[config.mk]
export PLATFORM = sky130hd
export DESIGN_NAME = rv32_fetch_queue_flat
export DESIGN_NICKNAME = d
export VERILOG_FILES = /design/src/rtl/rv32_pipe_pkg.sv /design/src/rtl/rv32_fetch_queue_if.sv /design/src/rtl/rv32_fetch_queue_fetch_fifo.sv /design/src/rtl/rv32_fetch_queue.sv /design/src/flat_wrapper.sv
export SDC_FILE = /design/constraint.sdc
export NUM_CORES = 1
export LEC_CHECK = 0
export CAP_MARGIN = 10
export CORE_AREA = 5 5 183 185
export DETAILED_ROUTE_END_ITERATION = 7
export DIE_AREA = 0 0 188 190
export PLACE_DENSITY_LB_ADDON = 0.15
export REMOVE_ABC_BUFFERS = 1
export SYNTH_ARGS = -nofsm -noshare
export SYNTH_HDL_FRONTEND = slang
export SYNTH_SLANG_ARGS = --single-unit
[constraint.sdc]
create_clock -name clk -period 5.13 [get_ports clk]
set_clock_uncertainty 0.2 [all_clocks]
set_input_delay 0.7695 -clock clk [delete_from_list [all_inputs] [get_ports clk]]
set_output_delay 0.7695 -clock clk [all_outputs]
set_load 0.05 [all_outputs]
[src/rtl/rv32_pipe_pkg.sv]
// Shared pipeline definitions: widths, opcode classes, reset PC and the fetch-entry record.
package rv32_pipe_pkg;
    localparam int XLEN = 32;

    localparam logic [1:0] AR_TYPE = 2'd0;
    localparam logic [1:0] M_TYPE  = 2'd1;
    localparam logic [1:0] BR_TYPE = 2'd2;
    localparam logic [1:0] SH_TYPE = 2'd3;

    localparam logic [XLEN-1:0] RESET_PC_DEFAULT = '0;

    typedef struct packed {
        logic [XLEN-1:0] ir;
        logic [XLEN-1:0] npc;
    } fetch_entry_t;
endpackage

[src/rtl/rv32_fetch_queue_if.sv]
// Fetch front-end bus bundle: imem request/response, EX redirect and decode handshake.
interface rv32_fetch_queue_if #(
    parameter int XLEN  = 32,
    parameter int DEPTH = 4
) ();
    logic                       imem_req_valid;
    logic [XLEN-1:0]            imem_req_addr;
    logic                       imem_req_ready;
    logic                       imem_rsp_valid;
    logic [XLEN-1:0]            imem_rsp_data;
    logic                       redirect_valid;
    logic [XLEN-1:0]            redirect_pc;
    logic                       id_valid;
    logic [XLEN-1:0]            id_ir;
    logic [XLEN-1:0]            id_npc;
    logic                       id_ready;
    logic [$clog2(DEPTH+1)-1:0] occupancy;
    logic                       err_rsp;

    // master: the fetch queue; slave: memory, EX and decode around it
    modport master (
        output imem_req_valid, imem_req_addr,
        input  imem_req_ready, imem_rsp_valid, imem_rsp_data,
        input  redirect_valid, redirect_pc,
        output id_valid, id_ir, id_npc,
        input  id_ready,
        output occupancy, err_rsp
    );

    modport slave (
        input  imem_req_valid, imem_req_addr,
        output imem_req_ready, imem_rsp_valid, imem_rsp_data,
        output redirect_valid, redirect_pc,
        input  id_valid, id_ir, id_npc,
        output id_ready,
        input  occupancy, err_rsp
    );
endinterface

[src/rtl/rv32_fetch_queue_fetch_fifo.sv]
// Synchronous FIFO with push/pop/flush; flush beats push and pop.
module fetch_fifo #(
    parameter int  DEPTH = 4,
    parameter type T     = logic [31:0]
) (
    input  logic                       clk,
    input  logic                       rst,
    input  logic                       flush,
    input  logic                       push,
    input  T                           push_data,
    input  logic                       pop,
    output T                           head,
    output logic [$clog2(DEPTH+1)-1:0] count,
    output logic                       full,
    output logic                       empty
);
    localparam int AW = $clog2(DEPTH);
    localparam int CW = $clog2(DEPTH+1);

    T                mem [DEPTH];
    logic [AW-1:0]   wr_ptr, rd_ptr;
    logic [CW-1:0]   cnt;
    logic            do_push, do_pop;

    assign full    = (cnt == CW'(DEPTH));
    assign empty   = (cnt == '0);
    assign do_pop  = pop && !empty;
    assign do_push = push && (!full || do_pop);
    assign head    = mem[rd_ptr];
    assign count   = cnt;

    always_ff @(posedge clk) begin
        if (do_push && !rst && !flush)
            mem[wr_ptr] <= push_data;
    end

    always_ff @(posedge clk) begin
        if (rst || flush) begin
            wr_ptr <= '0;
            rd_ptr <= '0;
            cnt    <= '0;
        end else begin
            if (do_push) wr_ptr <= wr_ptr + 1'b1;
            if (do_pop)  rd_ptr <= rd_ptr + 1'b1;
            case ({do_push, do_pop})
                2'b10:   cnt <= cnt + 1'b1;
                2'b01:   cnt <= cnt - 1'b1;
                default: cnt <= cnt;
            endcase
        end
    end
endmodule

[src/rtl/rv32_fetch_queue.sv]
// Fetch front end: credit-limited word fetch, in-order response buffering, redirect flush/drop.
module rv32_fetch_queue
    import rv32_pipe_pkg::*;
#(
    parameter int              DEPTH    = 4,
    parameter int              XLEN     = rv32_pipe_pkg::XLEN,
    parameter logic [XLEN-1:0] RESET_PC = RESET_PC_DEFAULT
) (
    input  logic                clk,
    input  logic                RN,
    rv32_fetch_queue_if.master  bus
);
    localparam int CW = $clog2(DEPTH+1);
    localparam logic [CW:0] DEPTH_W = (CW+1)'(DEPTH);

    logic [XLEN-1:0] fetch_pc;
    logic [CW-1:0]   outstanding, out_nxt, drop_cnt, drop_nxt;
    logic [CW-1:0]   occ, sh_cnt;
    logic [CW:0]     in_use;
    logic            started, err_q;
    logic            req_fire, rsp_ok, q_push, q_pop;
    logic            q_full, q_empty, sh_full, sh_empty;
    logic [XLEN-1:0] sh_pc;
    fetch_entry_t    q_in, q_head;

    assign in_use   = {1'b0, occ} + {1'b0, outstanding};
    assign bus.imem_req_valid = !RN && started && !bus.redirect_valid && (in_use < DEPTH_W);
    assign bus.imem_req_addr  = fetch_pc;
    assign req_fire = bus.imem_req_valid && bus.imem_req_ready;

    // A response with nothing outstanding is stray: it neither pops the shadow nor enqueues
    assign rsp_ok   = bus.imem_rsp_valid && (outstanding != '0);
    assign q_push   = rsp_ok && (drop_cnt == '0);
    assign q_in     = '{ir: bus.imem_rsp_data, npc: sh_pc + 1'b1};

    assign bus.id_valid  = !RN && !q_empty && !bus.redirect_valid;
    assign bus.id_ir     = q_head.ir;
    assign bus.id_npc    = q_head.npc;
    assign q_pop         = bus.id_valid && bus.id_ready;
    assign bus.occupancy = occ;
    assign bus.err_rsp   = err_q;

    always_comb begin
        out_nxt = outstanding + CW'(req_fire) - CW'(rsp_ok);
        drop_nxt = drop_cnt;
        // Everything still in flight after a redirect is stale, including what was already marked
        if (bus.redirect_valid)
            drop_nxt = out_nxt;
        else if (rsp_ok && drop_cnt != '0)
            drop_nxt = drop_cnt - 1'b1;
    end

    always_ff @(posedge clk) begin
        if (RN) begin
            fetch_pc    <= RESET_PC;
            outstanding <= '0;
            drop_cnt    <= '0;
            started     <= 1'b0;
            err_q       <= 1'b0;
        end else begin
            started     <= 1'b1;
            outstanding <= out_nxt;
            drop_cnt    <= drop_nxt;
            if (bus.imem_rsp_valid && outstanding == '0)
                err_q <= 1'b1;
            if (bus.redirect_valid)
                fetch_pc <= bus.redirect_pc;
            else if (req_fire)
                fetch_pc <= fetch_pc + 1'b1;
        end
    end

    fetch_fifo #(.DEPTH(DEPTH), .T(fetch_entry_t)) u_iq (
        .clk(clk), .rst(RN), .flush(bus.redirect_valid),
        .push(q_push), .push_data(q_in), .pop(q_pop),
        .head(q_head), .count(occ), .full(q_full), .empty(q_empty)
    );

    // PC of each request in flight; popped by every counted response, dropped or not
    fetch_fifo #(.DEPTH(DEPTH), .T(logic [XLEN-1:0])) u_shadow (
        .clk(clk), .rst(RN), .flush(1'b0),
        .push(req_fire), .push_data(fetch_pc), .pop(rsp_ok),
        .head(sh_pc), .count(sh_cnt), .full(sh_full), .empty(sh_empty)
    );

    a_credit: assert property (@(posedge clk) disable iff (RN) in_use <= DEPTH_W);
    a_shadow: assert property (@(posedge clk) disable iff (RN)
        (sh_cnt == outstanding) && !(req_fire && sh_full) && !(rsp_ok && sh_empty));
    a_qovf:   assert property (@(posedge clk) disable iff (RN) !(q_push && q_full && !q_pop));
endmodule

[src/flat_wrapper.sv]
// flat-port wrapper written by rule: the top's interface ports become plain ports
module rv32_fetch_queue_flat import rv32_pipe_pkg::*;
#(
    parameter int              DEPTH    = 4,
    parameter int              XLEN     = rv32_pipe_pkg::XLEN,
    parameter logic [XLEN-1:0] RESET_PC = RESET_PC_DEFAULT
)
  (clk, RN, bus_imem_req_valid, bus_imem_req_addr, bus_imem_req_ready, bus_imem_rsp_valid, bus_imem_rsp_data, bus_redirect_valid, bus_redirect_pc, bus_id_valid, bus_id_ir, bus_id_npc, bus_id_ready, bus_occupancy, bus_err_rsp);
  rv32_fetch_queue_if #(.XLEN(XLEN), .DEPTH(DEPTH)) bus_i ();
  input  logic clk;
  input  logic RN;
  output wire logic [$bits(bus_i.imem_req_valid)-1:0] bus_imem_req_valid;
  output wire logic [$bits(bus_i.imem_req_addr)-1:0] bus_imem_req_addr;
  input wire logic [$bits(bus_i.imem_req_ready)-1:0] bus_imem_req_ready;
  input wire logic [$bits(bus_i.imem_rsp_valid)-1:0] bus_imem_rsp_valid;
  input wire logic [$bits(bus_i.imem_rsp_data)-1:0] bus_imem_rsp_data;
  input wire logic [$bits(bus_i.redirect_valid)-1:0] bus_redirect_valid;
  input wire logic [$bits(bus_i.redirect_pc)-1:0] bus_redirect_pc;
  output wire logic [$bits(bus_i.id_valid)-1:0] bus_id_valid;
  output wire logic [$bits(bus_i.id_ir)-1:0] bus_id_ir;
  output wire logic [$bits(bus_i.id_npc)-1:0] bus_id_npc;
  input wire logic [$bits(bus_i.id_ready)-1:0] bus_id_ready;
  output wire logic [$bits(bus_i.occupancy)-1:0] bus_occupancy;
  output wire logic [$bits(bus_i.err_rsp)-1:0] bus_err_rsp;
  assign bus_imem_req_valid = bus_i.imem_req_valid;
  assign bus_imem_req_addr = bus_i.imem_req_addr;
  assign bus_i.imem_req_ready = bus_imem_req_ready;
  assign bus_i.imem_rsp_valid = bus_imem_rsp_valid;
  assign bus_i.imem_rsp_data = bus_imem_rsp_data;
  assign bus_i.redirect_valid = bus_redirect_valid;
  assign bus_i.redirect_pc = bus_redirect_pc;
  assign bus_id_valid = bus_i.id_valid;
  assign bus_id_ir = bus_i.id_ir;
  assign bus_id_npc = bus_i.id_npc;
  assign bus_i.id_ready = bus_id_ready;
  assign bus_occupancy = bus_i.occupancy;
  assign bus_err_rsp = bus_i.err_rsp;
  rv32_fetch_queue #(.DEPTH(DEPTH), .XLEN(XLEN), .RESET_PC(RESET_PC)) u_core (.clk(clk), .RN(RN), .bus(bus_i));
endmodule
==> impl_metrics.toml <==
[final_layout]
final_common_cell = "edfxtp_1"
mostFrequentLayoutCells = "edfxtp_1, clkdlybuf4s50_1, mux4_2"
multi_input_area_um2 = 4771
area_growth_pct = 19.98
nets = 1288
fin_util = 0.6681
n_fill_cell = 2183
drive_above_1_share = 0.1534
regArea_um2 = 12700
antenna-diode-count = 0

[cts]
cts-resized-gates = 0
cts_tree = "yes"
ctsHoldBuffers = 0
clock_path_buffers = 3
clk-insertion-delay-late_ns = 0.52
cts_max_level = 2
clk_pin_slew_ns = 0.06
root_buffer = "clkbuf_16"
cts_buffers = 45
cts_setup_buffers = 0
cts_num_sinks = 442

[place]
port_buffers = 171
dp_hpwl_mm = 21.57
place.gp.congestion = 0.8173

[critical_path]
startpoint_type = "primary input"
cpPeakStageDelay_ns = 0.80
crit_type = "in -> out"
crit_fanout = 8
end_kind = "output pin"
crit_chain = "clkdlybuf4s50_1 -> nor2_1 -> and3_1 -> clkdlybuf4s50_1"
cp.arrival_ns = 3.03
cpMostUsedCell = "clkdlybuf4s50_1"
slowest_stage = "clkdlybuf4s50_1"
required_ns = 4.16

[floorplanning]
die_height_um = 190
num_io_pins = 172
dieArea_um2 = 35720
rows = 66
core-area_um2 = 31880
start_util = 0.5568
dieWidth_um = 188

[detailed_routing]
drtPass1Iterations = 5
routed_wl_mm = 34.62
vias = 9643
routedWlPerCell_um = 21.11
viasPerCell = 5.880
ant_nets = 0
drtIter0Drc = 627
route.detailed.drc = 0

[timing]
setup_viol = 0
slew_headroom = 0.3121
final_hold_viol_count = 0
drv_slew = 0
min_period_ns = 3.996
worst_pin_slew_ns = 1.028
tns_ns = 0
max_freq_mhz = 250.3
period_share = 0.7789
rsz0062_at_grt = "no"

[power_and_ir_drop]
power_leakage_nw = 6.713
ir_drop_uv = 242.5
power_density_nw_per_um2 = 366.8

[global_routing]
grtUsageTotal = 0.1962
overflow = 0
grt_pass1_wl_mm = 55.97
grt_pass1_vias = 10122
grt_max_degree = 65
antenna_found_initial = 0

[synth]
yosys_warnings = 0
syn_area_per_cell_um2 = 17.61
synth_edf_count = 384
synthFlopType = "edfxtp_1"
ys_top_cells_by_area = "edfxtp_1, mux4_2, dfxtp_1"
async_reset_ff_frac = 0
ys_seq_area_frac = 0.7151
yosysTopAreaCell = "edfxtp_1"
syn_inst = 1008
synth-seq-cells = 442
synth_top_area_share = 0.6497
syn_area_um2 = 17750
yosysUniqueCellTypes = 60

[status]
status = "finished clean"

[job]
drv_cap = 0

[worst_hold_path]
hold_path_class = "reg -> reg"
[worst paths after layout]
kind                                 end  slack, ns  cells after the start          startpoint
hold / removal        u_core.bus.err_rsp       0.27                      2  u_core.bus.err_rsp
setup / recovery      bus_imem_req_valid       1.13                      4                  RN
hold reg to reg       u_core.bus.err_rsp       0.27                      2  u_core.bus.err_rsp
setup reg to reg  u_core.u_iq.mem[2][28]       1.68                      6           flip-flop
[cells in the mapped netlist (15+ instances only)]
library cell / count
mux4_2: 96
dfxtp_1: 58
xnor2_1: 34
nand2_1: 48
a21oi_1: 21
clkbuf_1: 24
inv_1: 20
and3_1: 15
nand4_1: 22
nand3_1: 26
edfxtp_1: 384
ha_1: 16
a31oi_1: 16
xor2_1: 15
nor2_1: 56
[report_power, final]
part,switching (mW),internal (mW),total [mW]
clock network,1.23,1.70,2.93
logic,0.478,0.311,0.788
registers,0.0855,4.00,4.09
total,1.79,6.02,7.81
[cells by family (layout without fill, tap and decap cells)]
logic type | count (synthesis) | after routing | share of synthesized area
AND/OR/NAND/NOR | 241 | 241 | 0.07261
XOR/XNOR | 49 | 49 | 0.02418
adder cells (fa/ha/maj) | 19 | 19 | 0.01466
multiplexers | 100 | 100 | 0.1241
AO/OA/AOI/OAI | 89 | 89 | 0.03299
buffers and inverters | 68 | 292 | 0.01642
flip-flops | 442 | 442 | 0.7151
[flip-flops by register name (all words and copies together), names as in the netlist, named ones only]
| signal | cells |
|---|---|
| u_core.bus.imem_req_addr | 32 |
| u_core.u_shadow.wr_ptr | 2 |
| u_core.outstanding | 3 |
| u_core.u_iq.rd_ptr | 2 |
| u_core.bus.err_rsp | 1 |
| u_core.u_shadow.count | 3 |
| u_core.u_iq.mem | 256 |
| u_core.drop_cnt | 3 |
| u_core.u_shadow.mem | 128 |
| u_core.started | 1 |
| u_core.u_iq.wr_ptr | 2 |
| u_core.u_iq.count | 3 |
| u_core.u_shadow.rd_ptr | 2 |
[stage by stage]
stage	power [mW]	hold slack, ns	worst slack (ns)	area [um2]	std cells
global route	8.123	0.3230	0.9225	21300	1640
finish	7.811	0.2689	1.134	21300	1640
CTS	7.899	0.2786	1.035	21300	1640
floorplan	4.651	0.2847	0.6195	17540	963
detailed placement	4.956	0.2638	1.003	19970	1560
global placement	4.943	0.2599	1.019	19970	1560
[worst max-delay path: cells and delay by family]
family,cells,cell delay [ns]
buffers and inverters,2,1.37
and+or+nand+nor,2,0.87
[cell type report]
cell class              count  share of cell area
clock inverters            23            0.007051
repair buffers            189             0.08954
flip-flops and latches    442              0.5964
well taps                 408             0.02397
clock buffers              57             0.05499
inverters                  23            0.004054
multi-input cells         498              0.2240
[metal layers]
| layer | GRT usage | routed length, um |
|---|---|---|
| met5 | 0 | 0 |
| met4 | 0.04771 | 656 |
| met3 | 0.03413 | 2158 |
| met2 | 0.3214 | 16670 |
| met1 | 0.2804 | 15140 |
No activity file was read; power rests on OpenSTA's default activity.
